==> src/rtl/sha_arith_pkg.sv <==
// Shared arithmetic definitions for the SHA-256 datapath adders.
package sha_arith_pkg;

    localparam int WORD_W = 32;

    typedef logic [WORD_W-1:0] word_t;

    // Majority of three bits; applied bit by bit it gives the bitwise majority.
    function automatic logic maj3(input logic x, input logic y, input logic z);
        return (x & y) | (x & z) | (y & z);
    endfunction

endpackage

==> src/rtl/onebit_fa_cell.sv <==
// One-bit full-adder cell used to build the ripple carry-propagate chain.
// The and_o/or_o (generate/propagate) terms are exported for carry-lookahead reuse.
module onebit_fa_cell
    import sha_arith_pkg::*;
(
    input  logic x,
    input  logic y,
    input  logic cin,
    output logic sum,
    output logic cout,
    output logic and_o,
    output logic or_o
);

    assign sum   = x ^ y ^ cin;
    assign cout  = maj3(x, y, cin);
    assign and_o = x & y;
    assign or_o  = x | y;

endmodule

==> src/rtl/csa_add3_unit.sv <==
// Registered three-operand modular adder: result = a + b + c mod 2^WIDTH.
// A 3:2 carry-save compressor feeds a ripple carry-propagate adder.
// Build option CSA_PIPE_STAGE_EN: registers the compressor outputs before the
// CPA, so csa_sum/csa_carry stay at latency 1 and result/out_valid move to 2.
module csa_add3_unit
    import sha_arith_pkg::*;
#(
    parameter int WIDTH = WORD_W
) (
    input  logic             clk,
    input  logic             rst_n,
    input  logic             in_valid,
    input  logic [WIDTH-1:0] a,
    input  logic [WIDTH-1:0] b,
    input  logic [WIDTH-1:0] c,
    output logic [WIDTH-1:0] csa_sum,
    output logic [WIDTH-1:0] csa_carry,
    output logic [WIDTH-1:0] result,
    output logic             out_valid
);

`ifdef CSA_PIPE_STAGE_EN
    localparam int STAGES = 2;
`else
    localparam int STAGES = 1;
`endif

    logic [WIDTH-1:0]  s_w, m_w, k_w;
    logic              maj_msb_unused;
    logic [WIDTH-1:0]  cpa_x, cpa_y, cpa_s;
    logic [WIDTH:0]    cy;
    logic              cout_unused;
    logic [WIDTH-1:0]  fa_and_unused, fa_or_unused;
    logic              res_load;

    logic [WIDTH-1:0]  csa_sum_q, csa_sum_d;
    logic [WIDTH-1:0]  csa_carry_q, csa_carry_d;
    logic [WIDTH-1:0]  result_q, result_d;
    logic [STAGES-1:0] vld_pipe_q, vld_pipe_d;

    // 3:2 compressor: per-bit xor sum and majority carry.
    always_comb begin
        s_w = '0;
        m_w = '0;
        for (int i = 0; i < WIDTH; i++) begin
            s_w[i] = a[i] ^ b[i] ^ c[i];
            m_w[i] = maj3(a[i], b[i], c[i]);
        end
    end

    // Carry vector is the majority shifted up; the top majority bit falls off (mod 2^WIDTH).
    assign k_w            = {m_w[WIDTH-2:0], 1'b0};
    assign maj_msb_unused = m_w[WIDTH-1];

`ifdef CSA_PIPE_STAGE_EN
    assign cpa_x    = csa_sum_q;
    assign cpa_y    = csa_carry_q;
    assign res_load = vld_pipe_q[0];
`else
    assign cpa_x    = s_w;
    assign cpa_y    = k_w;
    assign res_load = in_valid;
`endif

    // Ripple CPA: carry-in of bit 0 is zero, final carry-out is dropped.
    assign cy[0] = 1'b0;
    for (genvar i = 0; i < WIDTH; i++) begin : g_fa
        onebit_fa_cell u_fa (
            .x     (cpa_x[i]),
            .y     (cpa_y[i]),
            .cin   (cy[i]),
            .sum   (cpa_s[i]),
            .cout  (cy[i+1]),
            .and_o (fa_and_unused[i]),
            .or_o  (fa_or_unused[i])
        );
    end
    assign cout_unused = cy[WIDTH];

    // Next state: data registers load on their stage's valid, valid pipe always shifts.
    always_comb begin
        csa_sum_d   = in_valid ? s_w : csa_sum_q;
        csa_carry_d = in_valid ? k_w : csa_carry_q;
        result_d    = res_load ? cpa_s : result_q;
        vld_pipe_d  = STAGES'({vld_pipe_q, in_valid});
    end

    // State registers, cleared asynchronously.
    always_ff @(posedge clk or negedge rst_n) begin
        if (!rst_n) begin
            csa_sum_q   <= '0;
            csa_carry_q <= '0;
            result_q    <= '0;
            vld_pipe_q  <= '0;
        end else begin
            csa_sum_q   <= csa_sum_d;
            csa_carry_q <= csa_carry_d;
            result_q    <= result_d;
            vld_pipe_q  <= vld_pipe_d;
        end
    end

    assign csa_sum   = csa_sum_q;
    assign csa_carry = csa_carry_q;
    assign result    = result_q;
    assign out_valid = vld_pipe_q[STAGES-1];

endmodule

==> config.mk <==
export PLATFORM = sky130hd
export DESIGN_NAME = csa_add3_unit
export DESIGN_NICKNAME = d
export VERILOG_FILES = /design/src/rtl/sha_arith_pkg.sv /design/src/rtl/onebit_fa_cell.sv /design/src/rtl/csa_add3_unit.sv
export SDC_FILE = /design/constraint.sdc
export NUM_CORES = 1
export LEC_CHECK = 0
export ABC_AREA = 1
export CAP_MARGIN = 20
export CORE_MARGIN = 2
export CORE_UTILIZATION = 25
export DETAILED_ROUTE_END_ITERATION = 6
export GPL_ROUTABILITY_DRIVEN = 0
export HOLD_SLACK_MARGIN = 0.15
export SKIP_LAST_GASP = 1
export SLEW_MARGIN = 15
export SYNTH_ARGS = -nofsm -noshare
export SYNTH_HDL_FRONTEND = slang
export SYNTH_SLANG_ARGS = --single-unit
==> constraint.sdc <==
create_clock -name clk -period 1.7 [get_ports clk]
set_input_delay 0.34 -clock clk [delete_from_list [all_inputs] [get_ports clk]]
set_output_delay 0.34 -clock clk [all_outputs]
set_load 0.02 [all_outputs]
# Yosys cells after proc, flatten, opt, wreduce, memory -nomap -nowiden
# Cells that the tools add are included.
# op_classes
bitwise	426
# ops
op	n
$and 1x1->1	181
$xor 1x1->1	125
$or 1x1->1	120
# totals
register_bits	96
input_bits	99
output_inout_bits	97

# Longest topological paths before layout
# Gate-level depths: netlist of run 1.
# logic_depth
word_depth	92
depth_mapped	39

# Hierarchy
# From an unflattened synthesis of run 1, not the netlist that was laid out.
# hier_totals
cells_unflattened	637
hier_area_um2	6097.1
# modules_own_cells
module	instances	cells_each	area_each_um2
csa_add3_unit	1	445	4295.4
onebit_fa_cell	32	6	56.3

# Worst setup path after synthesis of run 1
# OpenSTA, ideal clock, no wires.
# synth_timing
path_kind	input to register
startpoint	in a[1]
endpoint	reg result_q[31], in the netlist result[31]
t_arrival_ps	14511
setup_slack_ps	-12928
stages	39
n_path_buf	0
path_cell_list	inv_1 -> fa_1 -> inv_1 -> ha_1 -> fa_1 -> fa_1 -> fa_1 -> fa_1 -> fa_1 -> fa_1 -> fa_1 -> fa_1 -> fa_1 -> fa_1 -> fa_1 -> fa_1 -> fa_1 -> fa_1 -> [... 3 more ...] -> fa_1 -> fa_1 -> fa_1 -> fa_1 -> fa_1 -> fa_1 -> fa_1 -> fa_1 -> fa_1 -> fa_1 -> fa_1 -> fa_1 -> inv_1 -> nand2_1 -> nand2_1 -> o21ai_1 -> nand2_1 -> nand2_1
# synth_between
elab_chain_len	91
# synth_lines
item	line	rtl
start: declaration	csa_add3_unit.sv:13	input logic [WIDTH-1:0] a,
$xor 1x1->1 (*) (2 in a row)	csa_add3_unit.sv:46	s_w[i] = a[i] ^ b[i] ^ c[i];
net g_fa[1].u_fa.x	onebit_fa_cell.sv:6	input logic x,
$and 1x1->1 (*)	sha_arith_pkg.sv:10	return (x & y) | (x & z) | (y & z);
$and 1x1->1	sha_arith_pkg.sv:10	
$or 1x1->1	sha_arith_pkg.sv:10	
$or 1x1->1 (*)	sha_arith_pkg.sv:10	
$and 1x1->1	sha_arith_pkg.sv:10	
$or 1x1->1	sha_arith_pkg.sv:10	
[... 75 more ...]	n/a	
$or 1x1->1 (*)	sha_arith_pkg.sv:10	
$and 1x1->1	sha_arith_pkg.sv:10	
$or 1x1->1	sha_arith_pkg.sv:10	
$or 1x1->1 (*)	sha_arith_pkg.sv:10	
$and 1x1->1	sha_arith_pkg.sv:10	
$or 1x1->1	sha_arith_pkg.sv:10	
$or 1x1->1 (*)	sha_arith_pkg.sv:10	
$xor 1x1->1 (*)	onebit_fa_cell.sv:15	assign sum = x ^ y ^ cin;
end signal: assignment	csa_add3_unit.sv:98	result_q <= result_d;
end: declaration	csa_add3_unit.sv:38	logic [WIDTH-1:0] result_q, result_d;
# The timed path passes the listed nets; every way through them passes the cells marked *.
# A chain may end at the register's enable or synchronous reset.

# Final worst setup path of run 1
# layout_timing
startpoint	in c[1]
endpoint	reg result_q[31], in the netlist result[31]
# layout_lines
item	line	rtl
start: declaration	csa_add3_unit.sv:15	input logic [WIDTH-1:0] c,
$xor 1x1->1 (*)	csa_add3_unit.sv:46	
net g_fa[1].u_fa.x	onebit_fa_cell.sv:6	
$and 1x1->1 (*)	sha_arith_pkg.sv:10	
$and 1x1->1	sha_arith_pkg.sv:10	
$or 1x1->1	sha_arith_pkg.sv:10	
$or 1x1->1 (*)	sha_arith_pkg.sv:10	
$and 1x1->1	sha_arith_pkg.sv:10	
$or 1x1->1	sha_arith_pkg.sv:10	
[... 75 more ...]	n/a	
$or 1x1->1 (*)	sha_arith_pkg.sv:10	
$and 1x1->1	sha_arith_pkg.sv:10	
$or 1x1->1	sha_arith_pkg.sv:10	
$or 1x1->1 (*)	sha_arith_pkg.sv:10	
$and 1x1->1	sha_arith_pkg.sv:10	
$or 1x1->1	sha_arith_pkg.sv:10	
$or 1x1->1 (*)	sha_arith_pkg.sv:10	
$xor 1x1->1 (*)	onebit_fa_cell.sv:15	
# Marks and branches as above.

==> qor.csv, run 1 <==
stage,metric,value,unit
sta,Worst Slack Setup Final,-9.86,ns
grt,GRT Total Usage,0.132,
finish,"commonest non-fill, non-tap cell in the layout",nand2_1,
min_path,Min-Delay Path Class,in2reg,
logic_synthesis,Synth Instances,488,
sta,Final period util,6.80,
placed_design,# placed instances,936,
finish,Post-Layout Cell Count,953,
clocking,htree depth,3,
clocking,# Post-CTS Setup Buffers,0,
sta,skew final,0,ns
logic_synthesis,Yosys warning count,0,
sta,setup violators final,29,
finish,FILL cells,1925,
floorplanning,initial core utilization,0.254,
floorplanning,Die ar.,0.0209,mm2
grt,initial antenna violation count,0,
placed_design,IO buf count,194,
sta,fmax,0.0865,GHz
power,Comb pwr share,0.380,
logic_synthesis,Synth cell types,15,
sta,unrepaired setup endpoints after global routing,yes,
logic_synthesis,sequential fraction of the synthesis area,0.481,
floorplanning,total core area,0.0195,mm2
power,switching portion of total power,0.345,
sta,Final Hold Viols,0,
run,Max Cap Violations,0,
worst_setup_path,CP most frequent cell,fa_2,
floorplanning,Die H,145,um
clocking,CTS tree,done,
route,first-pass iteration count of the detailed router,6,
run_status,failing checks,setup timing,
route,via count,3824,
placed_design,pre-CTS setup slack,-10.76,ns
floorplanning,Die Wd,145,um
worst_setup_path,CP max FO,2,
route,DRC,0,
route,initial drt markers,143,
power,Clk pwr share,0.247,
floorplanning,I/O pins,196,
clocking,Root Buffer,clkbuf_16,
finish,"commonest cells after routing, fill and taps aside","nand2_1, clkdlybuf4s50_1, dfrtp_1",
route,DR WL/cell,13.9,um
clocking,clk sinks,95,
grt,largest net degree at the start of global routing,61,
power,internal power component,5.17,mW
finish,share of cells above drive strength 1,0.0988,
worst_setup_path,crit end category,flop,
power,Flop pwr share,0.373,
power,PnR Total Power,7.89,mW
placed_design,Post-DP HPWL,10.1,mm
floorplanning,row count,51,
run_status,outcome,"finished, violations left",
route,WL final,13.2,mm
worst_setup_path,critical path launch point type,primary input,
logic_synthesis,post-synthesis register bit count,95,
route,vias per cell,4.01,
route,final antenna-violating net count,0,
worst_setup_path,CP max stage cell,fa_1,
power,LEAKAGE,4.02,nW
logic_synthesis,post-synth net total,648,
logic_synthesis,synthesized area,0.00494,mm2
grt,grt ovf,0,
sta,min Tclk post-route,11.56,ns
finish,area growth from synthesis to layout,54.1,%
worst_setup_path,Slowest Stage Delay on Critical Path,0.56,ns
clocking,Worst-Skew Late Latency,0.35,ns
grt,first-pass GRT wire length,21.1,mm
worst_setup_path,worst path arrival time,11.81,ns
sta,Hold WS,0.304,ns
worst_setup_path,CP required,1.95,ns
clocking,Num CTS Buffers,9,
finish,antenna cells,0,
worst_setup_path,Setup CP Type,in2reg,
clocking,CTS max path bufs,2,
sta,TNS Setup,-148.52,ns
finish,count of nets after finishing,843,
power,VDD IR-drop max,0.456,mV
sta,max-slew violations,0,
clocking,clock slew seen by the registers of the worst setup and hold paths,0.07,ns
logic_synthesis,synthesized area per cell,10.1,um2
power,PD cells,1040,mW/mm2
grt,vias in the first global route,3990,
power,switching pwr,2.72,mW
## cell type report
type | count | area (um2) | share of cell area
Tap cell | 265 | 332 | 0.0435
Clock inverter | 4 | 20.0 | 0.00263
Multi-Input combinational cell | 346 | 2380 | 0.312
Inverter | 24 | 98.8 | 0.0130
Clock buffer | 12 | 256 | 0.0337
Sequential cell | 95 | 2380 | 0.312
Timing Repair Buffer | 207 | 2150 | 0.283
## worst max-delay path, delay by kind of cell
kind | cells | cell delay (ns)
fa+ha+maj | 31 | 10.94
simple gates | 4 | 0.24
compound gates | 1 | 0.07
buf+inv | 4 | 0.22
## worst paths after layout
kind	start	to	slack [ns]	cells past startpoint
max reg2reg	result[31]$_DFFE_PN0P_	result[31]$_DFFE_PN0P_	0.98	4
min reg2reg	csa_carry[14]$_DFFE_PN0P_	csa_carry[14]$_DFFE_PN0P_	0.47	2
min in group asynchronous	rst_n	csa_sum[26]$_DFFE_PN0P_	0.35	2
max	c[1]	result[31]$_DFFE_PN0P_	-9.86	40
min	in_valid	result[31]$_DFFE_PN0P_	0.30	3
max in group asynchronous	rst_n	csa_carry[9]$_DFFE_PN0P_	0.88	3
## cell usage after synthesis
cell type	number	area, um2
buf_2	9	45.0
buf_4	3	22.5
buf_6	9	101
clkbuf_1	2	7.51
conb_1	1	3.75
dfrtp_1	95	2380
fa_1	60	1200
ha_1	1	12.5
inv_1	23	86.3
inv_2	1	3.75
nand2_1	272	1020
nand3_1	2	10.0
nand4_1	1	6.26
o21ai_0	8	40.0
o21ai_1	1	5.00
## power by group through the flow
stage | Sequential (mW) | Clock, mW | Combinational [mW]
global placement | 2.98 | 0 | 3.15
floorplan | 3.53 | 0 | 1.02
global route | 3.01 | 2.10 | 3.35
CTS | 2.97 | 2.01 | 3.12
detailed placement | 3.00 | 0 | 3.17
finish | 2.95 | 1.95 | 3.00
## per-layer routing
metal  GRT usage  part of all wire  vias to the layer above
met1       0.169              0.44                     1834
met2       0.204              0.45                      144
met3      0.0510             0.097                       13
met4      0.0475             0.016                        0
met5           0                 0                        -
li1            -                 -                     1833
## registers in the layout (all words and copies together), names as in the netlist
name and count:
csa_sum 31, csa_carry 31, out_valid 1, result 32
## metrics by stage
| step | utilization | area (um2) |
|---|---|---|
| finish | 0.391 | 7620 |
| global route | 0.391 | 7620 |
| CTS | 0.386 | 7500 |
| detailed placement | 0.372 | 7250 |
| global placement | 0.372 | 7250 |
| floorplan | - | 5030 |
## kinds of logic after synthesis
logic type | synth area share
AND/OR/NAND/NOR | 0.210
flip-flops | 0.481
adder cells (fa/ha/maj) | 0.246
buffers and inverters | 0.0539
AO/OA/AOI/OAI | 0.00911
other | 0.000759
## what timing repair did
item	CTS	global route
hold endpoints to repair	95	0
hold buffers	1	0
endpoints found under the setup margin	46	75
gates resized for setup	39	45
pin swaps	3	4
(Power assumes the default switching activity.)
==> inputs of run 2 (changes only) <==
--- a/config.mk
+++ b/config.mk
@@ -18,2 +18,3 @@
 export SYNTH_HDL_FRONTEND = slang
 export SYNTH_SLANG_ARGS = --single-unit
+export TNS_END_PERCENT = 30
==> constraint.sdc (replaced) <==
create_clock -name clk -period 1.7 [get_ports clk]
set_input_delay 0.34 -clock clk [delete_from_list [all_inputs] [get_ports clk]]
set_output_delay 0.34 -clock clk [all_outputs]
set_load 0.05 [all_outputs]
==> qor.csv, run 2 (synthesized netlist as in run 1, its figures left out) <==
stage,metric,value,unit,change
placed_design,# placed instances,934,,-0.21%
route,DRC,0,,unchanged
finish,Post-Layout Cell Count,951,,-0.21%
sta,unrepaired setup endpoints after global routing,yes,,
floorplanning,I/O pins,196,,unchanged
route,WL final,12.8,mm,-3.2%
clocking,Root Buffer,clkbuf_16,,
floorplanning,Die H,145,um,unchanged
sta,Worst Slack Setup Final,-9.87,ns,-0.00597 ns
route,initial drt markers,124,,-13%
worst_setup_path,CP max stage cell,fa_1,,
finish,"commonest cells after routing, fill and taps aside","nand2_1, buf_4, dfrtp_1",,
finish,share of cells above drive strength 1,0.242,,+0.143
power,LEAKAGE,3.59,nW,-11%
sta,fmax,0.0864,GHz,about the same
floorplanning,row count,51,,unchanged
sta,max-slew violations,0,,unchanged
sta,min Tclk post-route,11.57,ns,+0.00597 ns
route,final antenna-violating net count,0,,unchanged
placed_design,Placement Cell Area,0.00699,mm2,-3.5%
sta,actual slew at the worst max-slew pin,0.520,ns,
route,first-pass iteration count of the detailed router,4,,-2
route,via count,3790,,-0.89%
finish,post-layout util,0.376,,-0.0148
worst_setup_path,worst path arrival time,11.80,ns,about the same
worst_setup_path,Slowest Stage Delay on Critical Path,0.57,ns,about the same
run_status,failing checks,setup timing,,
sta,setup violators final,30,,+3.4%
worst_setup_path,worst path buffer plus inverter count,4,,unchanged
finish,final instance area,0.00733,mm2,-3.8%
sta,TNS Setup,-148.42,ns,+0.109 ns
run,Max Cap Violations,0,,unchanged
clocking,CTS max path bufs,2,,unchanged
finish,antenna cells,0,,unchanged
floorplanning,initial core utilization,0.254,,unchanged
clocking,CTS tree,done,,
run_status,outcome,"finished, violations left",,
floorplanning,total core area,0.0195,mm2,unchanged
route,vias per cell,3.99,,-0.68%
floorplanning,Die ar.,0.0209,mm2,unchanged
grt,largest net degree at the start of global routing,94,,+54%
clocking,htree depth,3,,unchanged
power,VDD IR-drop max,0.588,mV,+29%
worst_setup_path,CP most frequent cell,fa_2,,
floorplanning,Die Wd,145,um,unchanged
min_path,Min-Delay Path Class,in2async,,
grt,first-pass GRT wire length,20.1,mm,-4.4%
worst_setup_path,CP required,1.93,ns,-0.02 ns
sta,skew final,0,ns,unchanged
grt,vias in the first global route,3787,,-5.1%
worst_setup_path,Setup CP Type,in2reg,,
worst_setup_path,crit end category,flop,,
worst_setup_path,CP max FO,2,,unchanged
grt,initial antenna violation count,0,,unchanged
grt,grt ovf,0,,unchanged
power,PD cells,1250,mW/mm2,+21%
clocking,clock slew seen by the registers of the worst setup and hold paths,0.07,ns,about the same
route,DR WL/cell,13.5,um,-3.0%
grt,GRT Total Usage,0.125,,-0.00722
worst_setup_path,critical path launch point type,primary input,,
finish,area growth from synthesis to layout,48.2,%,
sta,Hold WS,0.330,ns,+0.0253 ns
clocking,clk sinks,95,,unchanged
finish,max reg flops,32,,unchanged
sta,Final period util,6.80,,about the same
placed_design,Post-DP HPWL,9.56,mm,-5.7%
clocking,Num CTS Buffers,9,,unchanged
sta,Rel. slew slack,0.653,,
finish,count of nets after finishing,841,,-0.24%
finish,"commonest non-fill, non-tap cell in the layout",nand2_1,,
placed_design,IO buf count,194,,unchanged
worst_setup_path,"delay-heaviest family, CP",adder cells,,
power,PnR Total Power,9.16,mW,+16%
sta,Final Hold Viols,0,,unchanged
placed_design,pre-CTS setup slack,-10.75,ns,+0.0132 ns
clocking,Worst-Skew Late Latency,0.34,ns,about the same
run 2: cell count changes in the layout (fill, tap and decap cells not counted), moves of 2 or more:
cell             change
bufinv_16            +2
clkinv_4             +2
clkinvlp_4           +2
clkinv_2             -3
clkbuf_8             -2
inv_2                +3
buf_4               +94
dlygate4sd2_1       -18
dlymetal6s2s_1      -45
clkdlybuf4s50_1     -33
inv_1                -3
run 2: worst paths after layout:
kind                                           start                   endpoint  slack (ns)  depth (start not counted)
max in group asynchronous                      rst_n     result[13]$_DFFE_PN0P_        0.69                          3
max reg2reg                   result[31]$_DFFE_PN0P_     result[31]$_DFFE_PN0P_        0.99                          4
min                                            rst_n    csa_sum[26]$_DFFE_PN0P_        0.33                          2
min in group clk                            in_valid    csa_sum[31]$_DFFE_PN0P_        0.38                          3
max                                             c[1]     result[31]$_DFFE_PN0P_       -9.87                         40
min reg2reg                csa_carry[29]$_DFFE_PN0P_  csa_carry[29]$_DFFE_PN0P_        0.47                          2
run 2: cell type report:
cell class              instances  area (um2)
fillers                      1948       12100
multi-input cells             346        2390
flip-flops and latches         95        2380
repair buffers                205        1810
well taps                     265         332
clock buffers                   9         225
inverters                      24        98.8
clock inverters                 7        97.6
run 2: what timing repair did:
item	CTS	global route
setup endpoints to repair	30	30
buffers inserted	0	0
hold buffers	1	0
pin swaps	3	2
hold endpoints to repair	95	0
resized for setup	23	2
run 2: power breakdown:
group          switching [mW]  internal (mW)
clock network           0.915           1.29
registers               0.253           2.71
logic                    2.65           1.34
total                    3.82           5.34
run 2: per-layer routing:
layer | vias to the layer above | GRT usage | share of wire
met2 | 135 | 0.196 | 0.46
met4 | 0 | 0.0245 | 0.0062
met3 | 5 | 0.0556 | 0.10
met1 | 1816 | 0.161 | 0.44
met5 | - | 0 | 0
li1 | 1834 | - | -
==> patch 1, RTL diff (settings of run 2) <==
Register the output `out_valid`, cleared by the reset; this adds one clock of latency there. The other outputs are not delayed to match. Comments in the files are not updated.
--- a/src/rtl/csa_add3_unit.sv
+++ b/src/rtl/csa_add3_unit.sv
@@ -104,5 +104,11 @@
     assign csa_carry = csa_carry_q;
     assign result    = result_q;
-    assign out_valid = vld_pipe_q[STAGES-1];
+    always_ff @(posedge clk or negedge rst_n) begin
+        if (!rst_n) begin
+            out_valid <= '0;
+        end else begin
+            out_valid <= vld_pipe_q[STAGES-1];
+        end
+    end
 
 endmodule
Check against the original RTL: not equivalent (a bounded check fails within 4 cycles, from zero or initial values and one cycle with rst_n low).
==> patch 1 against run 2 <==
- the flow still finishes with violations (negative setup slack)
- critical path type unchanged
- via count rose by 2.1%
- power rose by 0.27%
- critical endpoint unchanged
- fmax barely moved
- sequential cell count rose by 1
- sequential share of layout area barely moved
- routed wire length rose by 3.9%
- worst hold slack got worse by 14 ps
- first-iteration DRC count rose by 11%
- setup slack improved by 11 ps
- cell area rose by 0.99%
- synthesized cell count rose by 0.20%
- area after synthesis rose by 0.51%
==> patch 1: results (changes against run 2) <==
- Placed Area: 0.00707 mm2 (+1.1%)
- Netlist cell types: 15 (unchanged)
- Worst path slowest cell: fa_1
- Synth top area cells: dfrtp_1 (48%), fa_1 (24%), nand2_1 (21%)
- Drt initial violations: 138 (+11%)
- Vias in the first global route: 4148 (+9.5%)
- Hold Path Class: primary input to flop
- IO Port Bufs: 194 (unchanged)
- WL met3: 1.16 mm (-10%)
- Sw Ratio: 41.7% (about the same)
- Maximum VDD drop: 0.455 mV (-23%)
- Synth top cells by count: nand2_1 (272), dfrtp_1 (96), fa_1 (60), inv_1 (23)
- CTS clk-pin slew, worst paths: 70 ps (about the same)
- Max Buffers Root-to-Sink: 2 (unchanged)
- Failing checks: negative setup slack
- Met2 wire length: 6.13 mm (+4.9%)
- Seq. pwr: 0.00299 W
- Flop pwr share: 32.5% (+0.2 points)
- Total track usage: 13.5% (+1.0 points)
- Layout Nets: 847 (+0.71%)
- First-pass GRT wire length: 22.5 mm (+12%)
- Final wirelength: 13.3 mm (+3.9%)
- Routing usage on met1: 17.7% (+1.6 points)
- Post-CTS Setup Bufs: 0 (unchanged)
- Clock Skew: 0.155 ps (+0.155 ps)
- Vias per Instance: 4.04 (+1.4%)
- Predominant post-synthesis flop cell: dfrtp_1
- Largest net degree at the start of global routing: 59 (-37%)
- Placement Setup Slack: -10750 ps (+1.40 ps)
- Post-synthesis sequential area ratio: 48.4% (+0.26 points)
- Mapped Nets: 649 (+0.15%)
- Ys Warns: 0 (unchanged)
- Post-CTS sizing: 27 (+17%)
- Layout cells sized above 1: 25.0% (+0.80 points)
- Status: finished with violations
- Number of setup violations in the final report: 29 (-3.3%)
- Top routing layer used: met4
- DP Wirelength: 10.3 mm (+7.8%)
- GR Util met3: 4.97% (-0.59 points)
- Lkg Pwr: 3.63 nW (+1.3%)
- Root Driver: clkbuf_16
- Combinational share of power: 44.1% (+0.5 points)
- Critical hold path startpoint: in_valid
- M2 GR Usage: 20.6% (+1.0 points)
- Critical path class: primary input to flop
- M1 WL: 5.79 mm (+3.6%)
- Crit-path max cell delay: 570 ps (about the same)
- Hold Fails Final Rpt: 0 (unchanged)
- Final WS setup: -9860 ps (+10.9 ps)
==> patch 1: changes by cell type after synthesis <==
cell / delta
dfrtp_1: +1
==> patch 1: area by class of cell <==
| cell class | count | area, um2 |
|---|---|---|
| Multi-Input combinational cell | 346 | 2390 |
| Sequential cell | 96 | 2400 |
| Clock buffer | 12 | 267 |
| Fill cell | 1925 | 12100 |
| Tap cell | 265 | 332 |
| Inverter | 24 | 98.8 |
| Timing Repair Buffer | 210 | 1860 |
| Clock inverter | 4 | 51.3 |
==> patch 1: cells by family after synthesis <==
family	count (synthesis)	share of synthesized area, %
simple gates	275	20.9
fa+ha+maj	61	24.4
flops	96	48.4
buf+inv	47	5.36
other cells	1	0.0755
compound gates	9	0.907
==> patch 1: metrics by stage <==
step                      TNS, ps  hold slack (ps)  cells
after floorplan           -150110             44.4    489
after global placement    -173820              148    940
after detailed placement  -174710              146    940
after CTS                 -148000              302    957
after global routing      -151780              318    957
final                     -147770              316    957
==> patch 2, RTL diff (config.mk and constraints of run 2) <==
Made on the original files. Change the localparam `STAGES` from 1 to 2.
--- a/src/rtl/csa_add3_unit.sv
+++ b/src/rtl/csa_add3_unit.sv
@@ -23,5 +23,5 @@
     localparam int STAGES = 2;
 `else
-    localparam int STAGES = 1;
+    localparam int STAGES = 2;
 `endif
 
Formal check against the unedited RTL: not equivalent (a bounded check fails within 4 cycles, from zero or initial values and one cycle with rst_n low).
==> patch 2 against run 2 <==
- the run still ends with negative setup slack left
- sequential power barely moved
- count of clock-buffer cells in the layout rose by 2
- power fell by 2.4%
- sequential cell count rose by 1
- area after synthesis rose by 0.51%
- routed wire length fell by 2.1%
- cell area fell by 0.63%
- core utilization fell by 0.24 points
- critical path depth did not move
- setup slack improved by 79 ps
- critical path type unchanged
- largest cell class is now flip-flops and latches
==> patch 2: results (changes against run 2) <==
- Lkg Pwr: 3.56 nW (-0.64%)
- WL met3: 1.02 mm (-21%)
- Clock Skew: 0.0881 ps (+0.0881 ps)
- Post-Layout Cell Count: 948 (-0.32%)
- Post-CTS sizing: 25 (+8.7%)
- Maximum VDD drop: 0.501 mV (-15%)
- Routing usage on met1: 16.7% (+0.58 points)
- Final WS setup: -9790 ps (+78.6 ps)
- GR Util met3: 4.84% (-0.72 points)
- Drt initial violations: 154 (+24%)
- M2 GR Usage: 19.0% (-0.63 points)
- Synth top area cells: dfrtp_1 (48%), fa_1 (24%), nand2_1 (21%)
- Post-synthesis sequential area ratio: 48.4% (+0.26 points)
- Vias per Instance: 3.98 (-0.21%)
- Failing checks: negative setup slack
- Layout Nets: 838 (-0.36%)
- Mapped Nets: 649 (+0.15%)
- Largest net degree at the start of global routing: 97 (+3.2%)
- Vias in the first global route: 3828 (+1.1%)
- Slew @ Worst Pin: 582 ps (+61.4 ps)
- DP Wirelength: 9.15 mm (-4.3%)
- Status: finished with violations
- Placed Area: 0.00699 mm2 (about the same)
- Setup_tns: -147360 ps (+1060 ps)
- Placed insts: 931 (-0.32%)
- Syn Area/Cell: 10.2 um2 (+0.30%)
- Synth top cells by count: nand2_1 (272), dfrtp_1 (96), fa_1 (60), inv_1 (23)
- M1 WL: 5.54 mm (-0.97%)
- Placement Setup Slack: -10700 ps (+44.8 ps)
- Crit-path max cell delay: 550 ps (-20 ps)
- Layout cells sized above 1: 23.4% (-0.77 points)
- Number of setup violations in the final report: 29 (-3.3%)
- Hold Path Class: flop to flop
[patch 2: cell types whose count changed after synthesis, sizes merged]
cell / change
dfrtp: +1
[patch 2: worst max-delay path by stage]
stage	start	endpoint	slack, ps	depth (start not counted)
4_1_cts	c[1]	result[31]$_DFFE_PN0P_	-9820	40
3_5_place_dp	c[1]	result[31]$_DFFE_PN0P_	-10700	40
6_report	c[1]	result[31]$_DFFE_PN0P_	-9790	40
2_1_floorplan	c[1]	result[31]$_DFFE_PN0P_	-9700	39
5_1_grt	c[1]	result[31]$_DFFE_PN0P_	-10100	40
3_3_place_gp	c[1]	result[31]$_DFFE_PN0P_	-10670	40
[patch 2: final cells by class]
type / count / area [um2] / area share, %
multi-input cells: 346 / 2390 / 32.8
repair buffers: 201 / 1780 / 24.4
clock buffers: 11 / 243 / 3.33
inverters: 24 / 98.8 / 1.36
flip-flops and latches: 96 / 2400 / 33.0
clock inverters: 5 / 41.3 / 0.567
well taps: 265 / 332 / 4.55
